===== src/rtl/program_counter_stack.sv =====
// Program counter with an optional hardware return stack, compiled in by `define PC_RETURN_STACK_EN.
// One command per edge, priority reset > stall > ret > call > load > branch > incr > hold.
module program_counter_stack #(
  parameter int               WIDTH        = 16,
  parameter int               DEPTH        = 4,
  parameter logic [WIDTH-1:0] RESET_VECTOR = '0
) (
  input  logic                       clock,
  input  logic                       reset,
  input  logic                       stall,
  input  logic                       load,
  input  logic [WIDTH-1:0]           addr,
  input  logic                       branch,
  input  logic [WIDTH-1:0]           offset,
  input  logic                       incr,
  input  logic                       call,
  input  logic                       ret,
  output logic [WIDTH-1:0]           pc,
  output logic [$clog2(DEPTH+1)-1:0] sp,
  output logic                       stack_full,
  output logic                       stack_empty,
  output logic                       overflow_err,
  output logic                       underflow_err
);
  localparam int SP_W = $clog2(DEPTH+1);

  logic [WIDTH-1:0] r_pc = RESET_VECTOR;
  logic [WIDTH-1:0] w_pc_inc;
  logic [WIDTH-1:0] w_pc_seq;
  logic [WIDTH-1:0] w_pc_nxt;

  assign w_pc_inc = r_pc + WIDTH'(1);
  assign pc       = r_pc;

  // Commands below call/ret; shared by both builds.
  always_comb begin
    w_pc_seq = r_pc;
    if (load)        w_pc_seq = addr;
    else if (branch) w_pc_seq = r_pc + offset;
    else if (incr)   w_pc_seq = w_pc_inc;
  end

`ifdef PC_RETURN_STACK_EN
  localparam int IDX_W = (DEPTH > 1) ? $clog2(DEPTH) : 1;

  logic [WIDTH-1:0] r_stack [DEPTH];
  logic [SP_W-1:0]  r_sp  = '0;
  logic             r_ovf = 1'b0;
  logic             r_unf = 1'b0;
  logic             w_full;
  logic             w_empty;
  logic             w_push;
  logic             w_pop;
  logic             w_ovf_set;
  logic             w_unf_set;
  logic [IDX_W-1:0] w_wr_idx;
  logic [IDX_W-1:0] w_rd_idx;

  assign w_full   = (r_sp == SP_W'(DEPTH));
  assign w_empty  = (r_sp == '0);
  assign w_wr_idx = IDX_W'(r_sp);
  assign w_rd_idx = IDX_W'(r_sp - SP_W'(1));

  always_comb begin
    w_pc_nxt  = w_pc_seq;
    w_push    = 1'b0;
    w_pop     = 1'b0;
    w_ovf_set = 1'b0;
    w_unf_set = 1'b0;
    if (ret) begin
      w_pc_nxt = r_pc;
      if (w_empty) begin
        w_unf_set = 1'b1;
      end else begin
        w_pc_nxt = r_stack[w_rd_idx];
        w_pop    = 1'b1;
      end
    end else if (call) begin
      w_pc_nxt = r_pc;
      if (w_full) begin
        w_ovf_set = 1'b1;
      end else begin
        w_pc_nxt = addr;
        w_push   = 1'b1;
      end
    end
  end

  always_ff @(posedge clock) begin
    if (reset) begin
      r_pc  <= RESET_VECTOR;
      r_sp  <= '0;
      r_ovf <= 1'b0;
      r_unf <= 1'b0;
    end else if (!stall) begin
      r_pc <= w_pc_nxt;
      if (w_push)      r_sp <= r_sp + SP_W'(1);
      else if (w_pop)  r_sp <= r_sp - SP_W'(1);
      if (w_ovf_set)   r_ovf <= 1'b1;
      if (w_unf_set)   r_unf <= 1'b1;
    end
  end

  // Entries above sp are unreachable, so the storage itself is never cleared.
  always_ff @(posedge clock) begin
    if (!reset && !stall && w_push) r_stack[w_wr_idx] <= w_pc_inc;
  end

  assign sp            = r_sp;
  assign stack_full    = w_full;
  assign stack_empty   = w_empty;
  assign overflow_err  = r_ovf;
  assign underflow_err = r_unf;
`else
  logic w_unused_ret;

  assign w_unused_ret = ret;
  assign w_pc_nxt     = call ? addr : w_pc_seq;

  always_ff @(posedge clock) begin
    if (reset)       r_pc <= RESET_VECTOR;
    else if (!stall) r_pc <= w_pc_nxt;
  end

  assign sp            = '0;
  assign stack_full    = 1'b0;
  assign stack_empty   = 1'b1;
  assign overflow_err  = 1'b0;
  assign underflow_err = 1'b0;
`endif

endmodule


===== config.mk =====
export PLATFORM = sky130hd
export DESIGN_NAME = program_counter_stack
export DESIGN_NICKNAME = d
export VERILOG_FILES = /design/src/rtl/program_counter_stack.sv
export SDC_FILE = /design/constraint.sdc
export NUM_CORES = 1
export LEC_CHECK = 0
export BUFFER_PORTS_ARGS = -buffer_cell sky130_fd_sc_hd__buf_4
export CELL_PAD_IN_SITES_DETAIL_PLACEMENT = 1
export CELL_PAD_IN_SITES_GLOBAL_PLACEMENT = 2
export CORE_MARGIN = 2
export CORE_UTILIZATION = 25
export DETAILED_ROUTE_END_ITERATION = 16
export GPL_TIMING_DRIVEN = 0
export PLACE_DENSITY_LB_ADDON = 0.1
export SLEW_MARGIN = 25
export SYNTH_ARGS = -nofsm -noshare
export SYNTH_HDL_FRONTEND = slang
export SYNTH_SLANG_ARGS = --single-unit

===== constraint.sdc =====
create_clock -name clock -period 3.15 [get_ports clock]
set_input_delay 0.63 -clock clock [delete_from_list [all_inputs] [get_ports clock]]
set_output_delay 0.63 -clock clock [all_outputs]
set_load 0.1 [all_outputs]

==> load_flow_metrics.sql, run 1 <==
INSERT INTO impl_metrics (metric_group, metric, value, unit) VALUES
('die', 'fp.dieArea', '7210', 'um2'),
('final_layout', 'layout.cells.non_filler', '355', ''),
('placement', 'preCtsSetupSlack', '-0.143', 'ns'),
('flow_run', 'max_cap_viol_count', '0', ''),
('critical_path', 'worst_r2r_path_depth', '7', ''),
('final_layout', 'finalInstanceArea', '2200', 'um2'),
('global_route', 'grt_antenna_before_repair', '0', ''),
('route', 'drc', '0', ''),
('run_status', 'run_status', 'complete, no violations', ''),
('route', 'num_vias', '1745', ''),
('clocking', 'cts_root_buf', 'clkbuf_8', ''),
('global_route', 'global_route.usage.total', '15.4', '%'),
('critical_path', 'worst_setup_path_start_kind', 'input port', ''),
('route', 'route.detailed.wl_per_inst', '15.1', 'um'),
('timing', 'grt_setup_unrepaired', 'false', ''),
('timing', 'fin_skew', '0.00375', 'ns'),
('route', 'detailedRoute.firstPassIterationCount', '4', ''),
('final_layout', 'layout_common_cells', 'buf_4, a21oi_1, nand2_1', ''),
('global_route', 'first_global_vias', '1833', ''),
('timing', 'setup_slack', '0.442', 'ns'),
('placement', 'dp_hpwl', '4.40', 'mm'),
('pwr', 'power_per_cell_area', '381', 'nW/um2'),
('route', 'detailedRoute.firstIterationViolations', '31', ''),
('synth', 'synth_seq_cells', '16', ''),
('die', 'std_cell_rows', '29', ''),
('synth', 'mappedNetlistArea', '1640', 'um2'),
('final_layout', 'drive_above_1_share', '26.3', '%'),
('placement', 'gpl.final_weighted_congestion', '0.734', ''),
('synth', 'synth-warning-count', '0', ''),
('final_layout', 'largest_reg_flops', '16', ''),
('timing', 'max_slew_violation_total_from_the_final_report', '0', ''),
('timing', 'finalHoldWorstSlack', '0.494', 'ns'),
('die', 'core_region_area', '6350', 'um2'),
('timing', 'timing.final.hold_violations', '0', ''),
('route', 'vias_per_cell', '4.92', ''),
('synth', 'synthDistinctLibCells', '45', ''),
('timing', 'maxSlewHeadroom', '57.3', '%'),
('clocking', 'cts_tree', 'built', ''),
('clocking', 'cts.hold.buffers_added', '0', ''),
('clocking', 'cts-htree-levels', '1', ''),
('critical_path', 'worst-setup-path-type', 'in -> reg', ''),
('timing', 'min_period', '2.71', 'ns'),
('clocking', 'clk_pin_slew_worst_paths', '0.07', 'ns'),
('critical_path', 'path_max_fanout', '18', ''),
('synth', 'yosys_most_used_dff', 'dfxtp_1', ''),
('global_route', 'grt_first_pass_wirelength', '8.94', 'mm'),
('critical_path', 'worst-endpoint-required', '3.30', 'ns'),
('final_layout', 'layout.cells.most_common', 'buf_4', ''),
('min_path', 'worstHoldPathType', 'reg -> reg', ''),
('timing', 'setup_failing_eps_final', '0', ''),
('min_path', 'min_delay_path_depth', '2', ''),
('clocking', 'cts_num_sinks', '16', ''),
('timing', 'maxClockFrequency', '369', 'MHz'),
('clocking', 'cts_setup_buffers', '0', ''),
('synth', 'netlist_instances', '217', ''),
('die', 'die-width', '84.9', 'um'),
('critical_path', 'timing.critical_path.arrival', '2.86', 'ns'),
('placement', 'io_buffers', '54', ''),
('die', 'floorplan.initialDensity', '25.8', '%'),
('clocking', 'maximum_buffer_depth_of_the_clock_tree', '2', ''),
('synth', 'per_instance_average_area_after_synthesis', '7.54', 'um2'),
('final_layout', 'num_antenna_cells', '0', ''),
('global_route', 'largest_net_degree_at_the_start_of_global_routing', '11', ''),
('placement', 'placedInstanceArea', '2160', 'um2'),
('global_route', 'overflow', '0', ''),
('pwr', 'report.power.total', '838', 'uW'),
('timing', 'timing_worst_slew_pin_value', '0.639', 'ns'),
('clocking', 'worst_skew_pair.late_latency', '0.26', 'ns'),
('timing', 'final_min_period_over_clock_period', '86.0', '%'),
('pwr', 'worst_ir_drop_vdd', '0.204', 'mV'),
('final_layout', 'nets', '336', ''),
('route', 'detail-route-antenna-nets', '0', ''),
('route', 'wl', '5.35', 'mm'),
('placement', 'placed_cells', '353', ''),
('pwr', 'static-leakage-power', '0.000990', 'uW'),
('clocking', 'tritoncts.num_buffers', '3', ''),
('synth', 'asyncSetResetFlopFracSynth', '0', '%'),
('die', 'design.portCount', '63', ''),
('synth', 'share_of_synthesized_area_occupied_by_flip_flops_and_latches', '19.6', '%'),
('die', 'die_y', '84.9', 'um'),
('final_layout', 'area.growth.synth_to_final', '34.3', '%'),
('synth', 'synth_edf_count', '0', ''),
('critical_path', 'end_kind', 'register', '');
==> path summary, 6_finish.rpt <==
check	start	to	slack (ns)
worst max-delay path	branch	pc[15]$_SDFFE_PP0P_	0.44
worst min-delay path	pc[2]$_SDFFE_PP0P_	pc[2]$_SDFFE_PP0P_	0.49
worst max register to register	pc[1]$_SDFFE_PP0P_	pc[15]$_SDFFE_PP0P_	0.78
worst min register to register	pc[2]$_SDFFE_PP0P_	pc[2]$_SDFFE_PP0P_	0.49
==> logic make-up after synthesis <==
kind of cell    share of synthesized area (%)
compound gates                           30.5
xor+xnor                                 6.96
fa+ha+maj                                12.7
buf+inv                                  7.42
flops                                    19.6
mux                                     0.612
other cells                             0.459
simple gates                             21.8
==> through the flow <==
stage	utilization [%]	TNS [ns]
3_5_place_dp	34.0	-0.262
5_1_grt	34.6	0
3_3_place_gp	34.0	-0.233
6_report	34.6	0
4_1_cts	34.6	0
2_1_floorplan	-	0
==> layer usage <==
metal  GRT usage, %  vias to the layer above  routed length (um)
li1               -                      892                   -
met3           2.72                        2                 197
met2           26.3                       40                2570
met5              0                        -                   0
met1           21.0                      811                2570
met4           1.73                        0                  19
==> report_power, final <==
part | internal (uW) | leakage (uW) | switching (uW)
combinational | 138 | 0.000835 | 296
sequential | 219 | 0.000133 | 18.6
clock | 85.1 | 0.0000216 | 80.6
total | 443 | 0.000990 | 395
==> area by class of cell <==
type / count / area, um2
fill: 810 / 4150
multi-input combinational: 181 / 1220
timing repair buffer: 54 / 405
sequential: 16 / 320
tap: 77 / 96.3
buffer: 15 / 83.8
clock buffer: 3 / 41.3
inverter: 9 / 33.8
==> cells in the mapped netlist, drive strengths merged (3+ instances only) <==
cell type  instances  area share (%)
buf                8             3.5
nor3               7             2.1
nor2              14             3.2
nand2             23             5.3
dfxtp             16              20
ha                15              11
and2              15             5.7
a21o               4             1.8
a311oi             4             2.1
o31ai              3             2.5
o211ai             3             1.4
a21oi             25             7.6
o21ai             12             3.7
inv                9             2.1
o31a               3             1.6
xnor2             11             5.9
a211oi             3             1.4
nand3              3            0.92
a2111oi            4             3.0
clkbuf             8             1.8
==> critical path, stage by stage <==
cell       delay (ns)
buf_4            0.18
and2_1           0.19
ha_1             0.30
a211oi_1         0.35
o31ai_4          0.14
a31o_2           0.30
a41o_1           0.27
xnor2_1          0.13
a2111oi_1        0.37
==> repair_timing <==
item | CTS | global route
resized for setup | 0 | 1
endpoints found under the setup margin | 0 | 3
endpoints found under the hold margin | 0 | 0
No activity file was read; power rests on OpenSTA's default activity.
==> run 2, diff against run 1 <==
--- a/config.mk
+++ b/config.mk
@@ -10,6 +10,7 @@
 export CELL_PAD_IN_SITES_GLOBAL_PLACEMENT = 2
 export CORE_MARGIN = 2
 export CORE_UTILIZATION = 25
+export CTS_BUF_LIST = sky130_fd_sc_hd__clkbuf_4
 export DETAILED_ROUTE_END_ITERATION = 16
 export GPL_TIMING_DRIVEN = 0
 export PLACE_DENSITY_LB_ADDON = 0.1
==> run 2 against run 1 <==
Cell area is 0.68% lower. Non-clock buffer count increased by 1. Sequential cell count stayed put. Register-to-register slack about the same. Clock skew rose by 0.0015 ns. Sequential share of layout area grew 0.10 points. Final cell count increased by 0.28%. First-iteration DRC count is 58% higher.
==> load_flow_metrics.sql, run 2 (synthesized netlist as in run 1, its figures left out) <==
INSERT INTO impl_metrics (metric_group, metric, value, unit) VALUES
('run_status', 'run_status', 'complete, no violations', ''),
('final_layout', 'drive_above_1_share', '26.2', '%'),
('timing', 'fin_skew', '0.00521', 'ns'),
('timing', 'timing.final.hold_violations', '0', ''),
('timing', 'grt_setup_unrepaired', 'false', ''),
('route', 'm1WireLength', '2.64', 'mm'),
('clocking', 'cts_num_sinks', '16', ''),
('pwr', 'cellInternalPower', '402', 'uW'),
('min_path', 'worstHoldPathType', 'reg -> reg', ''),
('final_layout', 'nets', '337', ''),
('critical_path', 'critPathTopFamily', 'compound AO/OA/AOI/OAI gates', ''),
('final_layout', 'num_antenna_cells', '0', ''),
('pwr', 'power_frac_seq', '30.0', '%'),
('final_layout', 'area.growth.synth_to_final', '33.4', '%'),
('die', 'floorplan.initialDensity', '25.8', '%'),
('final_layout', 'layout_common_cells', 'buf_4, a21oi_1, nand2_1', ''),
('clocking', 'worst_skew_pair.late_latency', '0.30', 'ns'),
('final_layout', 'final_core_util', '34.4', '%'),
('critical_path', 'worst-endpoint-required', '3.35', 'ns'),
('route', 'detailedRoute.firstPassIterationCount', '4', ''),
('timing', 'fin_tns_setup', '0', 'ns'),
('placement', 'dp_hpwl', '4.40', 'mm'),
('critical_path', 'path_cells', 'buf_4, clkbuf_1, and2_1, ha_1, a21oi_1, o31ai_4, a31o_2, a41o_1, xnor2_1, a2111oi_1', ''),
('final_layout', 'multi_input_comb_area', '1220', 'um2'),
('critical_path', 'path_max_fanout', '10', ''),
('critical_path', 'worst_path_largest_cell_delay', '0.37', 'ns'),
('die', 'std_cell_rows', '29', ''),
('pwr', 'worst_ir_drop_vdd', '0.192', 'mV'),
('final_layout', 'layout.cells.most_common', 'buf_4', ''),
('pwr', 'power_per_cell_area', '363', 'nW/um2'),
('route', 'detailedRoute.firstIterationViolations', '49', ''),
('clocking', 'clk_pin_slew_worst_paths', '0.11', 'ns'),
('placement', 'gpl.final_weighted_congestion', '0.734', ''),
('critical_path', 'worst-setup-path-type', 'in -> reg', ''),
('die', 'die-width', '84.9', 'um'),
('pwr', 'switching_share', '49.3', '%'),
('critical_path', 'worst_setup_path_start_kind', 'input port', ''),
('critical_path', 'crit_path_top_delay_cell', 'a2111oi_1', ''),
('route', 'detail-route-antenna-nets', '0', ''),
('clocking', 'maximum_buffer_depth_of_the_clock_tree', '2', ''),
('route', 'route.detailed.wl_per_inst', '15.2', 'um'),
('final_layout', 'total_area_of_sequential_cells', '320', 'um2'),
('timing', 'final_min_period_over_clock_period', '91.9', '%'),
('pwr', 'share_clk_of_total_power', '15.2', '%'),
('critical_path', 'end_kind', 'register', ''),
('final_layout', 'layout.cells.non_filler', '356', ''),
('global_route', 'grt_first_pass_wirelength', '8.91', 'mm'),
('clocking', 'tritoncts.num_buffers', '3', ''),
('clocking', 'cts-htree-levels', '1', ''),
('route', 'vias_per_cell', '4.91', ''),
('timing', 'setup_failing_eps_final', '0', ''),
('critical_path', 'timing.critical_path.arrival', '3.09', 'ns'),
('route', 'top_layer_used', 'met4', ''),
('timing', 'max_slew_violation_total_from_the_final_report', '0', ''),
('die', 'core_region_area', '6350', 'um2'),
('critical_path', 'cp_num_buf_inv', '2', ''),
('route', 'drc', '0', ''),
('clocking', 'cts_tree', 'built', ''),
('die', 'fp.dieArea', '7210', 'um2'),
('route', 'met2_wirelength', '2.58', 'mm'),
('timing', 'finalHoldWorstSlack', '0.497', 'ns'),
('pwr', 'static-leakage-power', '0.000983', 'uW'),
('die', 'design.portCount', '63', ''),
('timing', 'timing_worst_slew_pin_value', '0.641', 'ns'),
('global_route', 'overflow', '0', ''),
('clocking', 'cts_root_buf', 'clkbuf_4', ''),
('die', 'die_y', '84.9', 'um'),
('global_route', 'first_global_vias', '1833', ''),
('route', 'wl_met3', '178', 'um'),
('pwr', 'comb_power_share', '54.8', '%'),
('final_layout', 'layout.filler_cells', '812', ''),
('route', 'num_vias', '1747', ''),
('global_route', 'global_route.usage.total', '15.3', '%'),
('timing', 'maxClockFrequency', '346', 'MHz'),
('pwr', 'switchingPower', '391', 'uW'),
('global_route', 'largest_net_degree_at_the_start_of_global_routing', '11', ''),
('placement', 'placed_cells', '353', ''),
('route', 'wl', '5.42', 'mm'),
('global_route', 'grt_antenna_before_repair', '0', ''),
('flow_run', 'max_cap_viol_count', '0', ''),
('timing', 'min_period', '2.89', 'ns'),
('clocking', 'cts.hold.buffers_added', '0', ''),
('final_layout', 'largest_reg_flops', '16', ''),
('timing', 'maxSlewHeadroom', '57.1', '%'),
('placement', 'io_buffers', '54', '');
[run 2: repair_timing]
action                                  CTS  global route
hold endpoints to repair                  0             0
resized for setup                         0             1
endpoints found under the setup margin    0             1
buffers inserted                          0             0
[run 2: worst paths after layout]
kind,start,end,slack (ns),depth (start not counted)
max,branch,pc[15]$_SDFFE_PP0P_,0.26,10
min,pc[2]$_SDFFE_PP0P_,pc[2]$_SDFFE_PP0P_,0.50,2
max reg2reg,pc[1]$_SDFFE_PP0P_,pc[15]$_SDFFE_PP0P_,0.78,7
min reg2reg,pc[2]$_SDFFE_PP0P_,pc[2]$_SDFFE_PP0P_,0.50,2
[run 2: area by class of cell]
cell class | instances | share of cell area [%]
repair buffers | 54 | 18.6
flip-flops and latches | 16 | 14.7
clock buffers | 3 | 1.03
well taps | 77 | 4.41
multi-input cells | 181 | 55.8
plain buffers | 16 | 4.01
inverters | 9 | 1.55
[run 2: worst min-delay path, cell delays in order (launching register included)]
cell	delay, ns
dfxtp_1	0.35
nand2_1	0.06
a21oi_1	0.05
[run 2: power groups by stage]
| stage | Clock, uW | Combinational (uW) | Sequential (uW) |
|---|---|---|---|
| floorplan | 0 | 207 | 359 |
| global placement | 0 | 439 | 243 |
| detailed placement | 0 | 439 | 243 |
| CTS | 124 | 440 | 238 |
| global route | 129 | 472 | 241 |
| finish | 120 | 435 | 238 |
[run 2: stage by stage]
stage / instance area (um2) / power, uW / setup WS (ns)
detailed placement: 2160 / 682 / -0.143
global placement: 2160 / 682 / -0.146
finish: 2180 / 793 / 0.256
CTS: 2180 / 803 / 0.181
global route: 2180 / 843 / 0.00807
floorplan: 1660 / 566 / 0.233
[run 2: metal layers]
layer,vias to the layer above,global-route usage [%]
met5,-,0
li1,895,-
met2,36,26.3
met3,2,2.43
met4,0,1.73
met1,814,21.0
